--- src/rtl/mands_frame_tx.sv ---
// MandS stream transmitter: FIFO-buffered signed samples sent as start + valid-qualified frames.
// Optional build macro MANDS_TX_GAP_EN inserts one idle cycle between consecutive samples.
module mands_frame_tx #(
    parameter int DEPTH     = 16,
    parameter int LEN_W     = 5,
    parameter int MAX_FRAME = 16
) (
    input  logic                           clk,
    input  logic                           reset,
    input  logic                           wr_en,
    input  logic [7:0]                     wr_data,
    output logic                           full,
    output logic [$clog2(DEPTH+1)-1:0]     count,
    input  logic                           send,
    input  logic [LEN_W-1:0]               frame_len,
    output logic                           busy,
    output logic                           done,
    output logic                           start,
    output logic                           valid,
    output logic [7:0]                     data
);
    localparam int PTR_W = $clog2(DEPTH);
    localparam int CNT_W = $clog2(DEPTH+1);

`ifdef MANDS_TX_GAP_EN
    localparam bit GAP_EN = 1'b1;
`else
    localparam bit GAP_EN = 1'b0;
`endif

    typedef enum logic [1:0] {IDLE, START, STREAM, DONE} state_t;

    logic [7:0] mem [DEPTH];

    state_t            state_q, state_d;
    logic [PTR_W-1:0]  wr_ptr_q, wr_ptr_d;
    logic [PTR_W-1:0]  rd_ptr_q, rd_ptr_d;
    logic [CNT_W-1:0]  count_q, count_d;
    logic [LEN_W-1:0]  rem_q, rem_d;
    logic              busy_q, busy_d;
    logic              done_q, done_d;
    logic              start_q, start_d;
    logic              valid_q, valid_d;
    logic [7:0]        data_q, data_d;
    logic              gap_q, gap_d;
    logic              push, pop, full_w, empty_w;

    assign full_w  = (count_q == CNT_W'(DEPTH));
    assign empty_w = (count_q == '0);

    always_comb begin
        state_d = state_q;
        rem_d   = rem_q;
        busy_d  = busy_q;
        done_d  = 1'b0;
        start_d = 1'b0;
        valid_d = 1'b0;
        data_d  = 8'h00;
        gap_d   = 1'b0;
        pop     = 1'b0;
        case (state_q)
            IDLE: begin
                if (send) begin
                    state_d = START;
                    busy_d  = 1'b1;
                    start_d = 1'b1;
                    rem_d   = (frame_len > LEN_W'(MAX_FRAME)) ? LEN_W'(MAX_FRAME) : frame_len;
                end
            end
            START, STREAM: begin
                // Outputs are registered, so the first pop is issued while start is showing.
                if (rem_q == '0) begin
                    state_d = DONE;
                    done_d  = 1'b1;
                end else begin
                    state_d = STREAM;
                    if (!gap_q && !empty_w) begin
                        pop     = 1'b1;
                        valid_d = 1'b1;
                        data_d  = mem[rd_ptr_q];
                        rem_d   = rem_q - LEN_W'(1);
                        gap_d   = GAP_EN && (rem_q != LEN_W'(1));
                    end
                end
            end
            DONE: begin
                state_d = IDLE;
                busy_d  = 1'b0;
            end
            default: state_d = IDLE;
        endcase

        // A pop in the same cycle frees a slot, so a full FIFO still accepts the write.
        push     = wr_en && (!full_w || pop);
        wr_ptr_d = wr_ptr_q + PTR_W'(push);
        rd_ptr_d = rd_ptr_q + PTR_W'(pop);
        count_d  = count_q + CNT_W'(push) - CNT_W'(pop);
    end

    always_ff @(posedge clk or posedge reset) begin
        if (reset) begin
            state_q  <= IDLE;
            wr_ptr_q <= '0;
            rd_ptr_q <= '0;
            count_q  <= '0;
            rem_q    <= '0;
            busy_q   <= 1'b0;
            done_q   <= 1'b0;
            start_q  <= 1'b0;
            valid_q  <= 1'b0;
            data_q   <= 8'h00;
            gap_q    <= 1'b0;
        end else begin
            state_q  <= state_d;
            wr_ptr_q <= wr_ptr_d;
            rd_ptr_q <= rd_ptr_d;
            count_q  <= count_d;
            rem_q    <= rem_d;
            busy_q   <= busy_d;
            done_q   <= done_d;
            start_q  <= start_d;
            valid_q  <= valid_d;
            data_q   <= data_d;
            gap_q    <= gap_d;
        end
    end

    always_ff @(posedge clk) begin
        if (push) begin
            mem[wr_ptr_q] <= wr_data;
        end
    end

    assign full  = full_w;
    assign count = count_q;
    assign busy  = busy_q;
    assign done  = done_q;
    assign start = start_q;
    assign valid = valid_q;
    assign data  = data_q;
endmodule

--- config.mk ---
export PLATFORM = sky130hd
export DESIGN_NAME = mands_frame_tx
export DESIGN_NICKNAME = d
export VERILOG_FILES = /design/src/rtl/mands_frame_tx.sv
export SDC_FILE = /design/constraint.sdc
export NUM_CORES = 1
export LEC_CHECK = 0
export CELL_PAD_IN_SITES_DETAIL_PLACEMENT = 0
export CELL_PAD_IN_SITES_GLOBAL_PLACEMENT = 1
export CORE_MARGIN = 2
export CORE_UTILIZATION = 45
export CTS_BUF_LIST = sky130_fd_sc_hd__clkbuf_8
export DETAILED_ROUTE_END_ITERATION = 8
export GPL_ROUTABILITY_DRIVEN = 0
export PLACE_DENSITY_LB_ADDON = 0.1
export RECOVER_POWER = 25
export SYNTH_ARGS = -nofsm -noshare
export SYNTH_HDL_FRONTEND = slang
export SYNTH_SLANG_ARGS = --single-unit
export TNS_END_PERCENT = 50
--- constraint.sdc ---
create_clock -name clk -period 4.6 [get_ports clk]
set_input_delay 0.46 -clock clk [delete_from_list [all_inputs] [get_ports clk]]
set_output_delay 0.46 -clock clk [all_outputs]
set_load 0.02 [all_outputs]
# Yosys cells after proc, flatten, opt, wreduce, memory -nomap -nowiden
# Memory sizes are Yosys's and may differ from the RTL's.
# Index checks and enable logic that the tools add are counted.
[totals]
ramBits = 128
reg_bits = 32
in_bits = 17
n_memories = 1
[classes]
n_lt_le_gt_ge = 1
eq_ne = 7
n_mux = 22
reduce_logical = 12
add_sub_neg = 5
[mem_list]
columns = ["name", "words", "word_bits", "rd", "rd_ports_with_merged_regs", "wr", "line_no", "text"]
rows = [
  ["mem", 16, 8, 1, 0, 1, "33", "logic [7:0] mem [DEPTH];"],
]
[ops]
columns = ["op", "n"]
rows = [
  ["$mux W8", 3],
  ["$mux W5", 4],
  ["$mux W1", 11],
  ["$logic_not A5 Y1", 2],
  ["$pmux W5 S2", 1],
  ["$add A4 B1 Y4", 2],
  ["$ne A2 B2 Y1 const B", 3],
  ["$pmux W2 S3", 1],
  ["$add A5 B1 Y5", 1],
  ["$eq A5 B5 Y1 const B", 1],
  ["$gt A5 B5 Y1 const B", 1],
  ["$sub A5 B1 Y5", 1],
  ["$sub A5 B1 Y5 const B", 1],
  ["$eq A2 B2 Y1 const B", 2],
  ["$reduce_and A4 Y1", 1],
  ["$reduce_bool A2 Y1", 2],
  ["$eq A2 B1 Y1 const B", 1],
  ["$logic_not A1 Y1", 2],
  ["$logic_not A2 Y1", 1],
  ["$mux W2", 1],
  ["$pmux W1 S2", 1],
  ["$reduce_and A2 Y1", 1],
  ["$reduce_or A2 Y1", 1],
  ["$logic_and A1 B1 Y1", 1],
  ["$logic_or A1 B1 Y1", 1],
]

# Depth between registers and ports, before layout
[depth]
ltp_word = 8
ltp_mapped = 15
depth_no_buf = 13

# Worst setup path after synthesis
# No wires, ideal clock.
[synth_timing]
kind = "register -> register"
startpoint = "reg count_q[2] (netlist: count[2])"
endpoint = "reg count_q[4] (netlist: count[4])"
arrival_time_ns = 2.705
setup_time_ns = 0.080
path_buffers = 0
period_less_slack_ns = 2.785
required_ns = 4.520
slack_ns = 1.815
stages_incl_launch_ff = 14
cell_sequence = "dfrtp_1 > inv_1 > ha_1 > or4b_4 > nor3b_1 > or2b_1 > o21ai_1 > ha_1 > inv_1 > fa_1 > inv_1 > a21oi_1 > o21bai_1 > xnor2_1"
[synth_via]
elab_chain_cells = 8
elab_cells_between_ends = 10
classes_between = "2 x add/sub; 1 x eq/ne; 3 x mux; 4 x reduce/logical"
[synth_lines]
columns = ["item", "line_no", "text"]
rows = [
  ["start, declared", "38", "logic [CNT_W-1:0] count_q, count_d;"],
  ["start signal, assigned", "117", "count_q <= count_d;"],
  ["$logic_not A5 Y1 *", "49", "assign empty_w = (count_q == '0);"],
  ["$mux W1 *", "77", "if (!gap_q && !empty_w) begin"],
  ["$mux W1 *", "72", "if (rem_q == '0) begin"],
  ["$mux W1 *", "61", "case (state_q)"],
  ["named net pop", "46", "logic push, pop, full_w, empty_w;"],
  ["$logic_or A1 B1 Y1", "94", "push = wr_en && (!full_w || pop);"],
  ["$logic_and A1 B1 Y1", "94", ""],
  ["$add A5 B1 Y5", "97", "count_d = count_q + CNT_W'(push) - CNT_W'(pop);"],
  ["$sub A5 B1 Y5 *", "97", ""],
  ["named net count_d[4]", "38", ""],
]
# The timed path passes the listed nets; every way through them passes the cells marked *.
# A chain may end at the register's enable or synchronous reset.

# Worst setup path in the final report
[layout_timing]
startpoint = "reg state_q[1]"
endpoint = "reg count_q[4] (netlist: count[4])"
[layout_via]
elab_chain_cells = 7
elab_cells_between_ends = 8
classes_between = "2 x add/sub; 2 x eq/ne; 1 x mux; 3 x reduce/logical"
[layout_lines]
columns = ["item", "line_no", "text"]
rows = [
  ["start, declared", "35", "state_t state_q, state_d;"],
  ["start signal, assigned", "114", "state_q <= state_d;"],
  ["$eq A2 B1 Y1 or $eq A2 B2 Y1 (tied branches)", "61", ""],
  ["$reduce_or A2 Y1 *", "61", ""],
  ["$mux W1 *", "61", ""],
  ["named net pop", "46", ""],
  ["$logic_or A1 B1 Y1", "94", ""],
  ["$logic_and A1 B1 Y1", "94", ""],
  ["$add A5 B1 Y5", "97", ""],
  ["$sub A5 B1 Y5 *", "97", ""],
  ["named net count_d[4]", "38", ""],
]
# Marked as above.

==> impl_results.rst <==
.. list-table::
   :header-rows: 1

   * - Metric
     - Value
   * - Std cell rows
     - 43
   * - Critical-path cell list
     - inv_1 -> ha_1 -> inv_1 -> nor3b_1 -> or2b_1 -> o21ai_1 -> ha_1 -> inv_1 -> fa_1 -> inv_1 -> a21oi_1 -> o21bai_1 -> xnor2_1
   * - Top-level I/O count
     - 35
   * - Slew of the pin with the lowest slew margin
     - 1910 ps
   * - Warning count from the yosys run
     - 0
   * - Antenna-violating nets left
     - 0
   * - Share of final-layout standard cells stronger than drive strength 1
     - 23.5%
   * - Post-synthesis compound-gate area fraction
     - 3.29%
   * - Final Routed Wirelength
     - 12.3 mm
   * - Crit path time final
     - 3250 ps
   * - Global-route wire length before repair
     - around 19 mm
   * - Number of DRC markers in iteration 0
     - roughly 230
   * - Headroom to the max-slew limit
     - -27.1%
   * - Number of antenna repair diodes
     - 0
   * - Fill count
     - 1117
   * - Delay of the slowest cell on the worst path
     - 590 ps
   * - Netlist area before placement
     - ~0.0065 mm2
   * - Number of remaining DRC errors
     - 0
   * - Maximum Capacitance Violations
     - 1
   * - Maximum fanout count along the critical path
     - 11
   * - Die width
     - 124 um
   * - Pin count of the biggest net entering global routing
     - 34
   * - Final Skew
     - 14.2 ps
   * - Class of the tightest hold or removal check
     - reg -> reg
   * - Post-synthesis simple-gate area fraction
     - 4.85%
   * - Number of global-route vias before repair
     - 3255
   * - Worst endpoint data arrival time
     - 3620 ps
   * - Adder and majority gate portion of the synthesized area
     - 2.82%
   * - Skew-Pair Late Insertion Delay
     - 450 ps
   * - Startpoint type of the worst setup path
     - register
   * - Outcome
     - finished, violations left
   * - Depth of the CTS H-tree
     - 4
   * - Worst path top cell family by delay
     - adder cells
   * - Worst-case clock buffer depth
     - 2
   * - Required time at the worst-slack endpoint
     - 4970 ps
   * - Total nets after synthesis
     - about 380
   * - Maximum achievable frequency
     - 308 MHz
   * - Post-Syn Area per Cell
     - 18.7 um2
   * - Half-perimeter wire length after placement
     - ~7.5 mm
   * - Global Route Usage Sum
     - roughly 18%
   * - Number of buffers inserted by hold repair at cts
     - 0
   * - RSZ-0062 raised after global routing
     - no
   * - XOR/XNOR Fraction of Synth Area
     - 1.08%
   * - CTS clk-pin slew, worst paths
     - about 80 ps
   * - Total number of nets in the final design
     - 430
   * - Summed negative setup slack over all endpoints
     - 0 ps
   * - Power per standard cell area
     - ~630 mW/mm2
   * - Number of antenna violations at the first check in global routing
     - 0
   * - Port Buffer Count
     - 34
   * - Portion of the post-synthesis area used by sequential elements
     - a little under three quarters
   * - Distinct cell type count after synthesis
     - 43
   * - Dominant combinational cell family by area after synthesis
     - multiplexers
   * - Setup violation total in the final timing report
     - 0
   * - Overflow after GRT
     - 0
   * - Crit Path Class
     - reg -> reg
   * - Die outline height
     - approximately 120 um
   * - Post-DR wirelength/cell
     - around 21 um
   * - Clock tree from TritonCTS
     - done
   * - Final hold viol count
     - 0
   * - Worst Path Buf+Inv
     - 4
   * - Period utilisation layout
     - roughly 71%
   * - Final max-slew violation count
     - 33
   * - Per-cell via count in the routed design
     - 5.47
   * - Routed vias
     - 3237
   * - 1st-pass router iterations
     - 4
   * - VDD IR max
     - 0.000227 V
   * - Worst hold slack
     - 522 ps
   * - Synthesis-stage register bit count
     - 160
   * - Post-Syn Instances
     - 346
   * - PostCTS Resize Cnt
     - 0
   * - Post CTS Setup Buffer Count
     - 0
   * - Root buffer cell
     - clkbuf_8
   * - Worst-path cell with the longest stage delay
     - nor3b_1
   * - Most used cell, CP
     - inv_1
   * - Signed area change from the synthesized netlist to the final layout
     - 16.0%
   * - Final cell utilization of the core
     - between 50% and 60%
   * - Die area
     - 0.0154 mm2
   * - Multiplexer fraction of the synthesized cell area
     - 14.1%
   * - Setup crit end kind
     - register
   * - Leakage power total
     - ~2.6 nW
   * - Placeable Area
     - 0.0139 mm2
   * - Number of CTS-inserted buffers
     - 17
   * - Violations in the final reports
     - capacitance limit, slew limit
   * - Clock tree sinks
     - 160
   * - Starting density of the core
     - between 40% and 50%
## layout by cell type (no fill, tap or decap), types with 5 or more instances in the layout
| cell | netlist | layout |
|---|---|---|
| o22ai_1 | 9 | 9 |
| nor3_1 | 13 | 9 |
| inv_1 | 15 | 16 |
| dfrtp_1 | 32 | 30 |
| clkbuf_8 | 0 | 20 |
| mux2i_1 | 18 | 18 |
| buf_4 | 0 | 15 |
| ha_1 | 13 | 13 |
| clkdlybuf4s50_1 | 0 | 29 |
| a21oi_1 | 8 | 8 |
| nand2_1 | 7 | 7 |
| mux4_2 | 32 | 32 |
| edfxtp_1 | 128 | 128 |
| dlygate4sd3_1 | 0 | 5 |
## path summary, 6_finish.rpt
kind                                 start           to  slack, ps  cells past startpoint
worst max-delay path            state_q[1]     count[4]       1350                     13
worst min-delay path                  busy         busy        520                      2
worst max register to register  state_q[1]     count[4]       1350                     13
worst min register to register        busy         busy        520                      2
max in group asynchronous            reset  rd_ptr_q[1]       2230                      3
min in group asynchronous            reset        start       1130                      3
## logic make-up (layout without fill, tap and decap cells)
family          after synthesis  in the layout
mux                          51             51
compound gates               31             31
simple gates                 51             51
fa+ha+maj                    14             14
flops                       160            160
xor+xnor                      8              8
buf+inv                      31             97
## metal layers
| layer | wire [um] | vias up | part of all wire [%] | GRT usage [%] |
|---|---|---|---|---|
| li1 | - | 1478 | - | - |
| met1 | 5590 | 1678 | 45 | 26.3 |
| met2 | 5920 | 69 | 48 | 26.5 |
| met3 | 654 | 12 | 5.3 | 4.26 |
| met4 | 152 | 0 | 1.2 | 6.53 |
| met5 | 0 | - | 0 | 0 |
## power breakdown
part / switching [W] / internal [W]
combinational: 0.000864 / 0.000817
clock: 0.000509 / 0.000417
sequential: 0.000277 / 0.00183
total: 0.00165 / 0.00306
## Yosys cell counts (all sizes together)
cell type,count,area share (%)
or4b,1,0.21
inv,15,0.87
nor3b,4,0.46
fa,1,0.31
nand2b,4,0.39
buf,7,0.64
o32a,1,0.15
and2,2,0.19
nor4b,5,0.91
a211oi,1,0.12
edfxtp,128,59
dfrtp,32,12
clkbuf,9,0.54
ha,13,2.5
or2,1,0.097
mux2i,18,2.8
nand2,7,0.41
nand3,2,0.15
o21ai,6,0.52
o22ai,9,0.87
a21oi,8,0.62
xor2,4,0.54
nor2,5,0.33
nor2b,1,0.097
xnor2,4,0.54
o21bai,1,0.12
mux4,32,11
nor3,13,1.0
a311oi,1,0.14
o41ai,1,0.43
a22oi,1,0.12
nor4,4,0.39
mux2,1,0.17
a31oi,1,0.097
a21o,1,0.12
or2b,1,0.12
and3,1,0.097
## worst register-to-register path: cells and delay by family, from the launching register on
family / cells / cell delay (ps)
adder cells (fa/ha/maj): 3 / 1030
AND/OR/NAND/NOR: 2 / 910
buffers and inverters: 4 / 410
flip-flops: 1 / 380
AO/OA/AOI/OAI: 3 / 300
XOR/XNOR: 1 / 130
## through the flow
step	std cells	cell area [um2]	setup WS, ps	total power, W
4_1_cts	592	7500	1310	0.00479
6_report	592	7500	1350	0.00471
3_5_place_dp	560	7140	1350	0.00386
5_1_grt	592	7500	1020	0.00502
2_1_floorplan	346	6470	1810	0.00329
3_3_place_gp	560	7140	1480	0.00383
## state kept, by name (all words and copies together), names as in the netlist
| register | cells |
|---|---|
| done | 1 |
| rem_q | 5 |
| count | 5 |
| state_q | 2 |
| wr_ptr_q | 4 |
| data | 8 |
| start | 1 |
| valid | 1 |
| mem | 128 |
| rd_ptr_q | 4 |
| busy | 1 |
## final cells by class
type	instances	area, um2	share of cell area, %
clock inverter	12	85.1	1.13
inverter	15	56.3	0.751
multi-input combinational	155	1760	23.4
clock buffer	20	275	3.67
tap	180	225	3.00
sequential	160	4650	62.0
timing repair buffer	50	457	6.09
Note: power is estimated with default switching activity, not from simulation.
